$ cat config.mk
export PLATFORM = sky130hd
export DESIGN_NAME = matmul_sequencer
export DESIGN_NICKNAME = d
export VERILOG_FILES = /design/src/rtl/matmul_pkg.sv /design/src/rtl/matmul_delay_timer.sv /design/src/rtl/matmul_sequencer.sv
export SDC_FILE = /design/constraint.sdc
export NUM_CORES = 1
export LEC_CHECK = 0
export ABC_CLOCK_PERIOD_IN_PS = 2800
export CAP_MARGIN = 20
export CELL_PAD_IN_SITES_DETAIL_PLACEMENT = 2
export CELL_PAD_IN_SITES_GLOBAL_PLACEMENT = 2
export CORE_UTILIZATION = 32
export CTS_BUF_LIST = sky130_fd_sc_hd__clkbuf_8
export DETAILED_ROUTE_END_ITERATION = 7
export PLACE_DENSITY = 0.92
export SLEW_MARGIN = 20
export SYNTH_ARGS = -nofsm -noshare
export SYNTH_HDL_FRONTEND = slang
export SYNTH_SLANG_ARGS = --single-unit
$ cat constraint.sdc
create_clock -name clk -period 2.8 [get_ports clk]
set_clock_uncertainty 0.05 [all_clocks]
set_input_delay 0.28 -clock clk [delete_from_list [all_inputs] [get_ports clk]]
set_output_delay 0.28 -clock clk [all_outputs]
set_load 0.005 [all_outputs]
$ cat src/rtl/matmul_pkg.sv
// Shared widths, counts and FSM encoding for the 2x2 matrix_multiply core
// and the sequencer that feeds and drains it.
package matmul_pkg;

    localparam int OPERAND_W  = 8;
    localparam int RESULT_W   = 17;
    localparam int N_OPERANDS = 8;
    localparam int N_RESULTS  = 4;
    localparam int TIMER_W    = 16;
    localparam int SEL_IN_W   = $clog2(N_OPERANDS);
    localparam int SEL_OUT_W  = $clog2(N_RESULTS);

    typedef enum logic [2:0] {
        LOAD   = 3'd0,
        SETTLE = 3'd1,
        EXEC   = 3'd2,
        WAIT   = 3'd3,
        READ   = 3'd4,
        OUT    = 3'd5
    } state_e;

    // The timer reports zero on the last cycle of a delay, so it is loaded with N-1.
    function automatic logic [TIMER_W-1:0] delay_load(input int unsigned cycles);
        return (cycles == 0) ? '0 : TIMER_W'(cycles - 1);
    endfunction

endpackage

$ cat src/rtl/matmul_delay_timer.sv
// Loadable down-counter with a zero flag; times both the compute wait and
// the sel_out-to-result read delay.
module matmul_delay_timer
    import matmul_pkg::*;
(
    input  logic               clk_i,
    input  logic               reset_i,
    input  logic               clear_i,
    input  logic               load_i,
    input  logic [TIMER_W-1:0] load_val_i,
    output logic               zero_o
);

    logic [TIMER_W-1:0] cnt_q, cnt_d;

    // next count: clear, load, or decrement towards zero
    always_comb begin
        cnt_d = cnt_q;
        if (clear_i) begin
            cnt_d = '0;
        end else if (load_i) begin
            cnt_d = load_val_i;
        end else if (cnt_q != '0) begin
            cnt_d = cnt_q - TIMER_W'(1);
        end else begin
            cnt_d = cnt_q;
        end
    end

    // count register
    always_ff @(posedge clk_i or posedge reset_i) begin
        if (reset_i) begin
            cnt_q <= '0;
        end else begin
            cnt_q <= cnt_d;
        end
    end

    assign zero_o = (cnt_q == '0);

endmodule

$ cat src/rtl/matmul_sequencer.sv
// Streams 8 operand bytes into the matrix_multiply core, fires execute, waits
// out the compute latency and drains the 4 results over a valid/ready port.
module matmul_sequencer
    import matmul_pkg::*;
#(
    parameter int unsigned COMPUTE_LAT = 2,
    parameter int unsigned READ_LAT    = 1
) (
    input  logic                 clk,
    input  logic                 reset,
    input  logic                 clear,
    input  logic                 in_valid,
    output logic                 in_ready,
    input  logic [OPERAND_W-1:0] in_data,
    output logic [OPERAND_W-1:0] mm_input_val,
    output logic [SEL_IN_W-1:0]  mm_sel_in,
    output logic                 mm_execute,
    output logic [SEL_OUT_W-1:0] mm_sel_out,
    input  logic [RESULT_W-1:0]  mm_result,
    output logic                 out_valid,
    input  logic                 out_ready,
    output logic [RESULT_W-1:0]  out_data,
    output logic [SEL_OUT_W-1:0] out_index,
    output logic                 busy,
    output logic                 done
);

    localparam logic [TIMER_W-1:0]   WAIT_LOAD    = delay_load(COMPUTE_LAT);
    localparam logic [TIMER_W-1:0]   READ_LOAD    = delay_load(READ_LAT);
    localparam logic [SEL_IN_W-1:0]  LAST_OPERAND = SEL_IN_W'(N_OPERANDS - 1);
    localparam logic [SEL_OUT_W-1:0] LAST_RESULT  = SEL_OUT_W'(N_RESULTS - 1);

    state_e               state_q, state_d;
    logic [SEL_IN_W-1:0]  count_q, count_d;
    logic [SEL_OUT_W-1:0] k_q, k_d;
    logic [OPERAND_W-1:0] input_val_q, input_val_d;
    logic [SEL_IN_W-1:0]  sel_in_q, sel_in_d;
    logic                 execute_q, execute_d;
    logic [SEL_OUT_W-1:0] sel_out_q, sel_out_d;
    logic                 out_valid_q, out_valid_d;
    logic [RESULT_W-1:0]  out_data_q, out_data_d;
    logic [SEL_OUT_W-1:0] out_index_q, out_index_d;
    logic                 done_q, done_d;
    logic                 accept_s, handshake_s, timer_zero_s, timer_load_s;
    logic [TIMER_W-1:0]   timer_val_s;

    // The done cycle is held off so a new set can never start alongside done.
    assign in_ready    = (state_q == LOAD) && !clear && !done_q;
    assign accept_s    = in_valid && in_ready;
    assign handshake_s = out_valid_q && out_ready;
    assign busy        = !((state_q == LOAD) && (count_q == '0));

    assign timer_load_s = ((state_d == WAIT) && (state_q != WAIT)) ||
                          ((state_d == READ) && (state_q != READ));
    assign timer_val_s  = (state_d == WAIT) ? WAIT_LOAD : READ_LOAD;

    matmul_delay_timer u_timer (
        .clk_i      (clk),
        .reset_i    (reset),
        .clear_i    (clear),
        .load_i     (timer_load_s),
        .load_val_i (timer_val_s),
        .zero_o     (timer_zero_s)
    );

    // state register
    always_ff @(posedge clk or posedge reset) begin
        if (reset) begin
            state_q <= LOAD;
        end else begin
            state_q <= state_d;
        end
    end

    // next-state logic
    always_comb begin
        state_d = state_q;
        if (clear) begin
            state_d = LOAD;
        end else begin
            case (state_q)
                LOAD: begin
                    if (accept_s && (count_q == LAST_OPERAND)) begin
                        state_d = SETTLE;
                    end else begin
                        state_d = LOAD;
                    end
                end
                SETTLE: state_d = EXEC;
                EXEC:   state_d = (COMPUTE_LAT == 0) ? READ : WAIT;
                WAIT: begin
                    if (timer_zero_s) begin
                        state_d = READ;
                    end else begin
                        state_d = WAIT;
                    end
                end
                READ: begin
                    if (timer_zero_s) begin
                        state_d = OUT;
                    end else begin
                        state_d = READ;
                    end
                end
                OUT: begin
                    if (handshake_s) begin
                        state_d = (k_q == LAST_RESULT) ? LOAD : READ;
                    end else begin
                        state_d = OUT;
                    end
                end
                default: state_d = LOAD;
            endcase
        end
    end

    // output and datapath next values; core-facing selects hold across clear
    always_comb begin
        count_d     = count_q;
        k_d         = k_q;
        input_val_d = input_val_q;
        sel_in_d    = sel_in_q;
        sel_out_d   = sel_out_q;
        execute_d   = (state_d == EXEC);
        out_valid_d = out_valid_q;
        out_data_d  = out_data_q;
        out_index_d = out_index_q;
        done_d      = 1'b0;
        if (clear) begin
            count_d     = '0;
            out_valid_d = 1'b0;
        end else begin
            case (state_q)
                LOAD: begin
                    if (accept_s) begin
                        input_val_d = in_data;
                        sel_in_d    = count_q;
                        count_d     = count_q + SEL_IN_W'(1);
                    end else begin
                        count_d = count_q;
                    end
                end
                EXEC, WAIT: begin
                    if (state_d == READ) begin
                        k_d       = '0;
                        sel_out_d = '0;
                    end else begin
                        k_d = k_q;
                    end
                end
                READ: begin
                    if (timer_zero_s) begin
                        out_data_d  = mm_result;
                        out_index_d = k_q;
                        out_valid_d = 1'b1;
                    end else begin
                        out_valid_d = out_valid_q;
                    end
                end
                OUT: begin
                    if (handshake_s) begin
                        out_valid_d = 1'b0;
                        if (k_q == LAST_RESULT) begin
                            done_d  = 1'b1;
                            count_d = '0;
                        end else begin
                            k_d       = k_q + SEL_OUT_W'(1);
                            sel_out_d = k_q + SEL_OUT_W'(1);
                        end
                    end else begin
                        out_valid_d = out_valid_q;
                    end
                end
                default: count_d = count_q;
            endcase
        end
    end

    // datapath and registered outputs
    always_ff @(posedge clk or posedge reset) begin
        if (reset) begin
            count_q     <= '0;
            k_q         <= '0;
            input_val_q <= '0;
            sel_in_q    <= '0;
            execute_q   <= 1'b0;
            sel_out_q   <= '0;
            out_valid_q <= 1'b0;
            out_data_q  <= '0;
            out_index_q <= '0;
            done_q      <= 1'b0;
        end else begin
            count_q     <= count_d;
            k_q         <= k_d;
            input_val_q <= input_val_d;
            sel_in_q    <= sel_in_d;
            execute_q   <= execute_d;
            sel_out_q   <= sel_out_d;
            out_valid_q <= out_valid_d;
            out_data_q  <= out_data_d;
            out_index_q <= out_index_d;
            done_q      <= done_d;
        end
    end

    assign mm_input_val = input_val_q;
    assign mm_sel_in    = sel_in_q;
    assign mm_execute   = execute_q;
    assign mm_sel_out   = sel_out_q;
    assign out_valid    = out_valid_q;
    assign out_data     = out_data_q;
    assign out_index    = out_index_q;
    assign done         = done_q;

endmodule

* Word-level counts from Yosys, hierarchy flattened *
Cells that the tools add are included.

operators by class
  $add $sub $neg = 3
  equal/unequal tests = 19
  muxes and demuxes = 28
  bitwise logic cells = 1
  reductions and logical operators = 26

operators with widths
  operator               number
  $mux 16                3
  $mux 3                 8
  $pmux 3 s6             1
  $logic_not 16->1       1
  $reduce_bool 16->1     1
  $sub 16x1->16 const B  1
  $ne 3x3->1 const B     5
  $eq 3x2->1 const B     4
  $eq 3x3->1 const B     4
  $mux 1                 10
  $reduce_and 3->1       3
  $reduce_bool 3->1      3
  $logic_and 1x1->1      8
  $logic_not 3->1        2
  $mux 2                 3
  $ne 2x2->1 const B     3
  $pmux 3 s2             1
  $reduce_and 5->1       1
  $pmux 2 s2             1
  $reduce_and 4->1       1
  $add 3x1->3 const B    1
  $eq 3x1->1 const B     1
  $logic_not 1->1        3
  $ne 3x2->1 const B     1
  other kinds (7)        7

word-level totals
  register bits = 57
  input bits = 30
  word-level logic and storage cells = 88

* Longest topological paths before layout *
Gate-level depths: netlist (run 1).

  depth in word-level cells = 13
  mapped depth = 8

* By module *
From an unflattened synthesis (run 1), not the netlist that was laid out.

second synthesis, totals
  cells, all modules = 279
  area, all modules = 2941.6 um^2

modules (own cells, without submodules)
  module              times used  cells each  area an instance (um^2)  seq. area each (um^2)
  matmul_sequencer    1           173         1868.0                   1026.0
  matmul_delay_timer  1           106         1073.5                   400.4

* Worst setup path before layout (run 1) *
Ideal clock, no wire load.

  kind = register to register
  start = register u_timer.cnt_q[2]
  end = register out_data_q[0] (netlist: out_data[0])
  setup time = 0.125 ns
  arrival time = 2.214 ns
  data required time = 2.625 ns
  slack = 0.411 ns
  stages on the path, launching flop included = 7
  path buffers = 1
  clock period less this slack = 2.389 ns
  cells stage by stage = dfrtp_1 -> nor4_2 -> and3_4 -> nand2_4 -> nor4_4 -> buf_8 -> mux2_4

between the ends
  cells in the longest elaborated chain, start to end = 2

RTL lines
  what                        RTL line                  RTL
  start, declared             matmul_delay_timer.sv:14  logic [TIMER_W-1:0] cnt_q, cnt_d;
  start signal, assigned      matmul_delay_timer.sv:35  cnt_q <= cnt_d;
  $logic_not 16->1            matmul_delay_timer.sv:39  assign zero_o = (cnt_q == '0);
  $reduce_and 3->1 (no line)  -
  end signal, assigned        matmul_sequencer.sv:200   out_data_q <= out_data_d;
  end, declared               matmul_sequencer.sv:41    logic [RESULT_W-1:0] out_data_q, out_data_d;

Every way passes these cells.
A chain may end at the register's enable or synchronous reset.

* Worst setup path in the final report (run 1) *
  start = register u_timer.cnt_q[9]
  end = register out_data_q[5] (netlist: out_data[5])

Same word-level chain as after synthesis.

==> impl_metrics.py, run 1 <==
metrics = {
    "global_route": {
        "global_route.usage.total_pct": 20.91,
        "grt_pass1_vias": 2457,
        "globalRouteOverflowTotal": 0,
        "grt_pass1_wl_um": 13560,
        "grt_max_degree": 37,
        "antenna_found_initial": 0,
    },
    "yosys": {
        "synth-edff-count": 0,
        "syn-instance-count": 224,
        "dominantRegCellSynth": "sky130_fd_sc_hd__dfrtp_1",
        "ys_top_cells_by_count": "sky130_fd_sc_hd__dfrtp_1 (57), sky130_fd_sc_hd__nor2_1 (23), sky130_fd_sc_hd__mux2_2 (18)",
        "post_synth_num_cell_types": 42,
        "synth.largest_area_cell": "sky130_fd_sc_hd__dfrtp_1",
        "synth.top_cell.area_share_pct": 54.11,
        "post_syn_nets": 260,
        "postSynth.asyncResetShare_pct": 100.0,
        "synth-seq-area-share_pct": 54.11,
        "synthMostInstantiatedCell": "sky130_fd_sc_hd__dfrtp_1",
        "synth-seq-cells": 57,
        "synthTopCellsByArea": "sky130_fd_sc_hd__dfrtp_1 (54%), sky130_fd_sc_hd__mux2_2 (7.7%), sky130_fd_sc_hd__mux2_4 (5.7%)",
        "post_synthesis_instance_area_sq_um": 2636,
        "post_synthesis_area_per_instance_sq_um": 11.77,
        "ys_warn_count": 0,
    },
    "critical_path": {
        "r2r_start": "u_timer.cnt_q[9]",
        "crit_type": "reg -> reg",
        "timing.rr.end": "out_data[5]",
        "cp_data_arrival_time_ns": 2.66,
        "critPathRequiredTime_ns": 2.97,
        "r2r.worst_path.cells": 6,
        "worstSetupEndpointType": "flop",
        "crit_path_start_kind": "flop",
        "timing.reg2reg.setup_slack_ns": 0.31,
        "crit_path_max_fanout": 10,
    },
    "clocking": {
        "h-tree-depth": 3,
        "holdBufCountCts": 0,
        "tritoncts": "done",
        "max-clock-path-buffers": 2,
        "cts_repair_resize_count": 0,
        "clk_pin_slew_worst_paths_ns": 0.07,
        "clock_tree_sinks": 57,
        "postCtsSetupBuffers": 0,
        "cts-root-buf": "sky130_fd_sc_hd__clkbuf_8",
        "clk_latency_worst_skew_pair_ns": 0.34,
        "numCtsBuffers": 9,
    },
    "floorplan": {
        "placement_rows": 32,
        "fp.coreArea_sq_um": 7848,
        "die_h_um": 92.77,
        "floorplan.die.width_um": 92.77,
        "start_util_pct": 33.59,
        "io_pins": 67,
        "floorplan.die_area_sq_um": 8605,
    },
    "drt": {
        "drtAntennaViolNets": 0,
        "route.detailed.wl_per_inst_um": 20.37,
        "iteration_0_drc_count_of_the_detailed_router": 93,
        "detailedRoute.firstPassIterationCount": 5,
        "drt-total-wl_um": 8229,
        "via_count": 2070,
        "post-route-drc-count": 0,
        "number_of_vias_per_cell": 5.124,
    },
    "timing": {
        "fin_setup_tns_ns": 0,
        "drv_slew": 0,
        "grt_setup_unrepaired": "false",
        "worst_pin_slew_ns": 0.5478,
        "achievable-frequency_ghz": 0.4024,
        "post-route-min-period_ns": 2.485,
        "maxSlewHeadroom_pct": 63.15,
        "report.final.setup_viol": 0,
        "fin_crit_sh_pct": 88.75,
        "hold_viol": 0,
        "final_critical_path_setup_slack_ns": 0.3149,
    },
    "run_status": {
        "status": "completed",
    },
    "pwr": {
        "power.share.combinational_pct": 31.6,
        "pwr_density_cell_nw_per_um2": 729.3,
        "power_switching_w": 0.0008974,
        "power.clock.fraction_pct": 28.5,
        "seq_power_share_pct": 39.9,
        "power_report.internal_total_w": 0.001747,
        "power_leakage_nw": 1.603,
        "totalPowerFinal_w": 0.002644,
        "ir_worst_vdd_mv": 0.3820,
        "power.share.switching_pct": 33.94,
    },
    "cells_and_area": {
        "fillCellCount": 832,
        "finish.utilization_pct": 46.21,
        "finalNetCount": 335,
        "syn_to_final_growth_pct": 37.54,
        "number_of_antenna_cells_inserted": 0,
        "drive_gt1_share_pct": 19.21,
    },
    "job": {
        "maxCapViolCount": 0,
    },
    "place": {
        "hpwlAfterDp_um": 5711,
        "globalplace.congestion": 0.7502,
        "pre_cts_slack_ns": 0.2928,
        "placement.io_buffers": 66,
    },
    "min_path": {
        "hold_class": "in -> async",
    },
}
cell families after synthesis:
| logic type | Yosys count | share of synthesized area, % |
|---|---|---|
| flip-flops | 57 | 54.11 |
| AO/OA/AOI/OAI | 31 | 7.072 |
| adder cells (fa/ha/maj) | 6 | 2.848 |
| multiplexers | 30 | 14.14 |
| XOR/XNOR | 9 | 2.990 |
| AND/OR/NAND/NOR | 73 | 15.81 |
| buffers and inverters | 18 | 3.037 |
power by group through the flow:
stage	sequential (W)	combinational (W)	clock [W]
3_3_place_gp	0.00105	0.000748	0
2_1_floorplan	0.00104	0.000512	0
4_1_cts	0.00106	0.000856	0.000768
6_report	0.00105	0.000837	0.000754
3_5_place_dp	0.00107	0.000818	0
5_1_grt	0.00107	0.000929	0.000797
per-layer routing:
metal / GRT usage [%] / part of all wire, % / vias up
met5: 0 / 0 / -
met1: 24.69 / 40 / 1056
li1: - / - / 935
met3: 4.023 / 3.2 / 26
met4: 12.05 / 3.4 / 0
met2: 35.29 / 53 / 53
area by class of cell:
cell class	instances	area [sq um]	area share, %
Sequential cell	57	1426	39.34
Timing Repair Buffer	73	725.7	20.01
Inverter	9	33.78	0.9317
Clock buffer	10	137.6	3.796
Clock inverter	4	45.04	1.242
Tap cell	102	127.6	3.520
Multi-Input combinational cell	149	1130	31.16
how the worst max path moves through the flow:
| stage | startpoint | endpoint | slack (ns) |
|---|---|---|---|
| after floorplan | u_timer.cnt_q[2] | out_data[0] | 0.41 |
| after global placement | clear | mm_input_val[6] | 0.36 |
| after detailed placement | clear | count_q[2] | 0.29 |
| after CTS | u_timer.cnt_q[9] | out_data[3] | 0.29 |
| after global routing | u_timer.cnt_q[9] | out_data[16] | 0.18 |
| final | u_timer.cnt_q[9] | out_data[5] | 0.31 |
registers in the layout, summed over array words and instances, names as in the netlist:
| register | count |
|---|---|
| count_q | 3 |
| mm_execute | 1 |
| mm_input_val | 8 |
| out_index | 2 |
| mm_sel_out | 2 |
| out_valid | 1 |
| state_q | 3 |
| out_data | 17 |
| u_timer.cnt_q | 16 |
| done | 1 |
| mm_sel_in | 3 |
layout by cell type (no fill, tap or decap), drive strengths merged, types with 4 or more instances in the layout:
master and instances:
xor2 4, a31oi 4, nand2 12, or3 6
a21oi 12, clkdlybuf4s50 66, a21o 4, dfrtp 57
nor2 23, inv 9, nor3 4, buf 7
mux2 28, nand3 7, ha 6, o21ai 5
nor4 5, clkbuf 10, xnor2 5
worst max-delay path, cell delays in order (launching register included):
cell and delay [ns]:
sky130_fd_sc_hd__dfrtp_1 0.45, sky130_fd_sc_hd__or3_1 0.47, sky130_fd_sc_hd__nor4_4 0.42, sky130_fd_sc_hd__nand2_4 0.15, sky130_fd_sc_hd__nor4_4 0.21, sky130_fd_sc_hd__buf_4 0.29, sky130_fd_sc_hd__mux2_4 0.32
through the flow:
step,instances,hold slack (ns),cell area [sq um]
after floorplan,224,0.3780,2636
after global placement,390,0.4213,3443
after detailed placement,390,0.4458,3443
after CTS,404,0.2593,3626
after global routing,404,0.2826,3626
final,404,0.2446,3626
Power figures use the tool's default switching activity.
==> inputs of run 2 (changes only) <==
--- a/config.mk
+++ b/config.mk
@@ -18,2 +18,3 @@
 export SYNTH_HDL_FRONTEND = slang
 export SYNTH_SLANG_ARGS = --single-unit
+export TNS_END_PERCENT = 30
==> constraint.sdc (replaced) <==
create_clock -name clk -period 2.8 [get_ports clk]
set_clock_uncertainty 0.05 [all_clocks]
set_input_delay 0.28 -clock clk [delete_from_list [all_inputs] [get_ports clk]]
set_output_delay 0.28 -clock clk [all_outputs]
set_load 0.02 [all_outputs]
==> run 2 against run 1 <==
  * Worst setup slack worse by 0.047 ns
  * Design area rose by 1.1%
  * First-iteration DRC count is 42% lower
  * Non-clock buffer count increased by 1
  * Combinational power up 5.0%
  * Via count decreased by 0.92%
  * Worst hold slack improved by 0.079 ns
  * Utilization up 0.49 points
  * Maximum frequency is 1.9% lower
  * Critical path type is now reg -> out
  * Critical endpoint is now in_ready
  * Largest cell class unchanged
==> impl_metrics.py, run 2 (synthesis gave the netlist of run 1 again) <==
metrics = {
    "global_route": {
        "grt_pass1_vias": 2362,
        "grt_pass1_wl_um": 12810,
        "antenna_found_initial": 0,
        "grt_util_met2_pct": 33.95,
        "global_route.usage.total_pct": 20.15,
        "global_route.peak_usage_layer": "met2",
        "grtUsageMet3_pct": 5.255,
        "globalRouteOverflowTotal": 0,
        "grt_max_degree": 36,
        "met1_usage_pct": 23.48,
    },
    "timing": {
        "achievable-frequency_ghz": 0.3949,
        "drv_slew": 0,
        "fin_crit_sh_pct": 90.44,
        "fin_setup_tns_ns": 0,
        "hold_slack_ns": 0.3235,
        "report.final.setup_viol": 0,
        "post-route-min-period_ns": 2.532,
        "grt_setup_unrepaired": "false",
        "hold_viol": 0,
        "final_critical_path_setup_slack_ns": 0.2677,
        "maxSlewHeadroom_pct": 63.63,
        "worst_pin_slew_ns": 0.5414,
    },
    "pwr": {
        "pwr_density_cell_nw_per_um2": 754.9,
        "ir_worst_vdd_mv": 0.3275,
        "power_leakage_nw": 1.623,
    },
    "critical_path": {
        "critical_path.cell_chain": "or4_1, nor2_1, clkdlybuf4s50_1",
        "timing.rr.end": "count_q[1]",
        "cp_data_arrival_time_ns": 2.20,
        "timing.reg2reg.setup_slack_ns": 0.39,
        "r2r_start": "state_q[2]",
        "worstSetupStartpoint": "state_q[2]",
        "crit_slowest_cell": "sky130_fd_sc_hd__clkdlybuf4s50_1",
        "crit_path_max_fanout": 10,
        "critPathRequiredTime_ns": 2.47,
        "r2r.worst_path.cells": 5,
        "crit_path_start_kind": "flop",
        "critical_path.max_stage_delay_ns": 0.62,
        "critical_path.endpoint": "in_ready",
        "crit_type": "reg -> out",
        "worstSetupEndpointType": "primary output",
    },
    "floorplan": {
        "die_h_um": 92.77,
        "io_pins": 67,
        "placement_rows": 32,
        "start_util_pct": 33.59,
        "floorplan.die_area_sq_um": 8605,
        "fp.coreArea_sq_um": 7848,
        "floorplan.die.width_um": 92.77,
    },
    "clocking": {
        "cts_repair_resize_count": 0,
        "postCtsSetupBuffers": 0,
        "holdBufCountCts": 0,
        "max-clock-path-buffers": 2,
        "tritoncts": "done",
        "clock_tree_sinks": 57,
        "clk_latency_worst_skew_pair_ns": 0.34,
        "clk_pin_slew_worst_paths_ns": 0.07,
        "h-tree-depth": 3,
        "cts-root-buf": "sky130_fd_sc_hd__clkbuf_8",
        "numCtsBuffers": 9,
    },
    "drt": {
        "route.detailed.wl_per_inst_um": 19.68,
        "detailedRoute.firstPassIterationCount": 4,
        "drt-total-wl_um": 7990,
        "post-route-drc-count": 0,
        "via_count": 2051,
        "drtAntennaViolNets": 0,
        "iteration_0_drc_count_of_the_detailed_router": 54,
        "number_of_vias_per_cell": 5.052,
    },
    "cells_and_area": {
        "flip_flop_count_of_the_largest_register_all_copies_and_words_added": 17,
        "syn_to_final_growth_pct": 39.01,
        "drive_gt1_share_pct": 19.74,
        "final_common_cell": "sky130_fd_sc_hd__clkdlybuf4s50_1",
        "finalNetCount": 336,
        "number_of_antenna_cells_inserted": 0,
        "commonest_cells_after_routing_fill_and_taps_aside": "sky130_fd_sc_hd__clkdlybuf4s50_1 (66), sky130_fd_sc_hd__dfrtp_1 (57), sky130_fd_sc_hd__nor2_1 (23)",
    },
    "min_path": {
        "hold_class": "in -> async",
    },
    "run_status": {
        "status": "completed",
    },
    "place": {
        "globalplace.congestion": 0.7642,
        "pre_cts_slack_ns": 0.2249,
        "placement.io_buffers": 66,
        "hpwlAfterDp_um": 5669,
    },
    "job": {
        "maxCapViolCount": 0,
    },
}
[run 2: cell count changes in the layout (fill, tap and decap cells not counted), sizes merged]
cell and change:
buf +1, clkbuf +3, clkinv -2
[run 2: critical path: cells and delay by family (launching register included)]
family / cells / cell delay, ns
buffers and inverters: 1 / 0.62
AND/OR/NAND/NOR: 2 / 0.74
flip-flops: 1 / 0.50
[run 2: where the power goes]
group	switching, W	total, W	internal [W]
Combinational	0.000489	0.000879	0.000390
Sequential	0.000112	0.00105	0.000939
Clock	0.000334	0.000836	0.000502
Total	0.000936	0.00277	0.00183
[run 2: how the worst min path moves through the flow]
stage / startpoint / to
2_1_floorplan: mm_result[0] / out_data[0]
3_3_place_gp: mm_sel_in[1] / mm_sel_in[1]
3_5_place_dp: out_data[13] / out_data[13]
4_1_cts: reset / state_q[2]
5_1_grt: reset / state_q[2]
6_report: reset / state_q[2]
[run 2: cell type report]
cell class                      count  area (sq um)
Clock buffer                       13         178.9
Clock inverter                      2         35.03
Fill cell                         787          4183
Inverter                            9         33.78
Multi-Input combinational cell    149          1130
Sequential cell                    57          1426
Tap cell                          102         127.6
Timing Repair Buffer               74         733.2
[run 2: through the flow]
| step | util, % | instance area [sq um] | std cells | power (W) |
|---|---|---|---|---|
| after floorplan | - | 2636 | 224 | 0.001600 |
| final | 46.70 | 3665 | 406 | 0.002766 |
| after detailed placement | 43.97 | 3451 | 391 | 0.001931 |
| after global placement | 43.97 | 3451 | 391 | 0.001848 |
| after global routing | 46.70 | 3665 | 406 | 0.002915 |
| after CTS | 46.70 | 3665 | 406 | 0.002800 |
[run 2: per-layer routing]
layer,part of all wire (%),vias up
met5,0,-
met4,3.9,0
met3,3.7,27
met2,53,52
met1,40,1036
li1,-,936
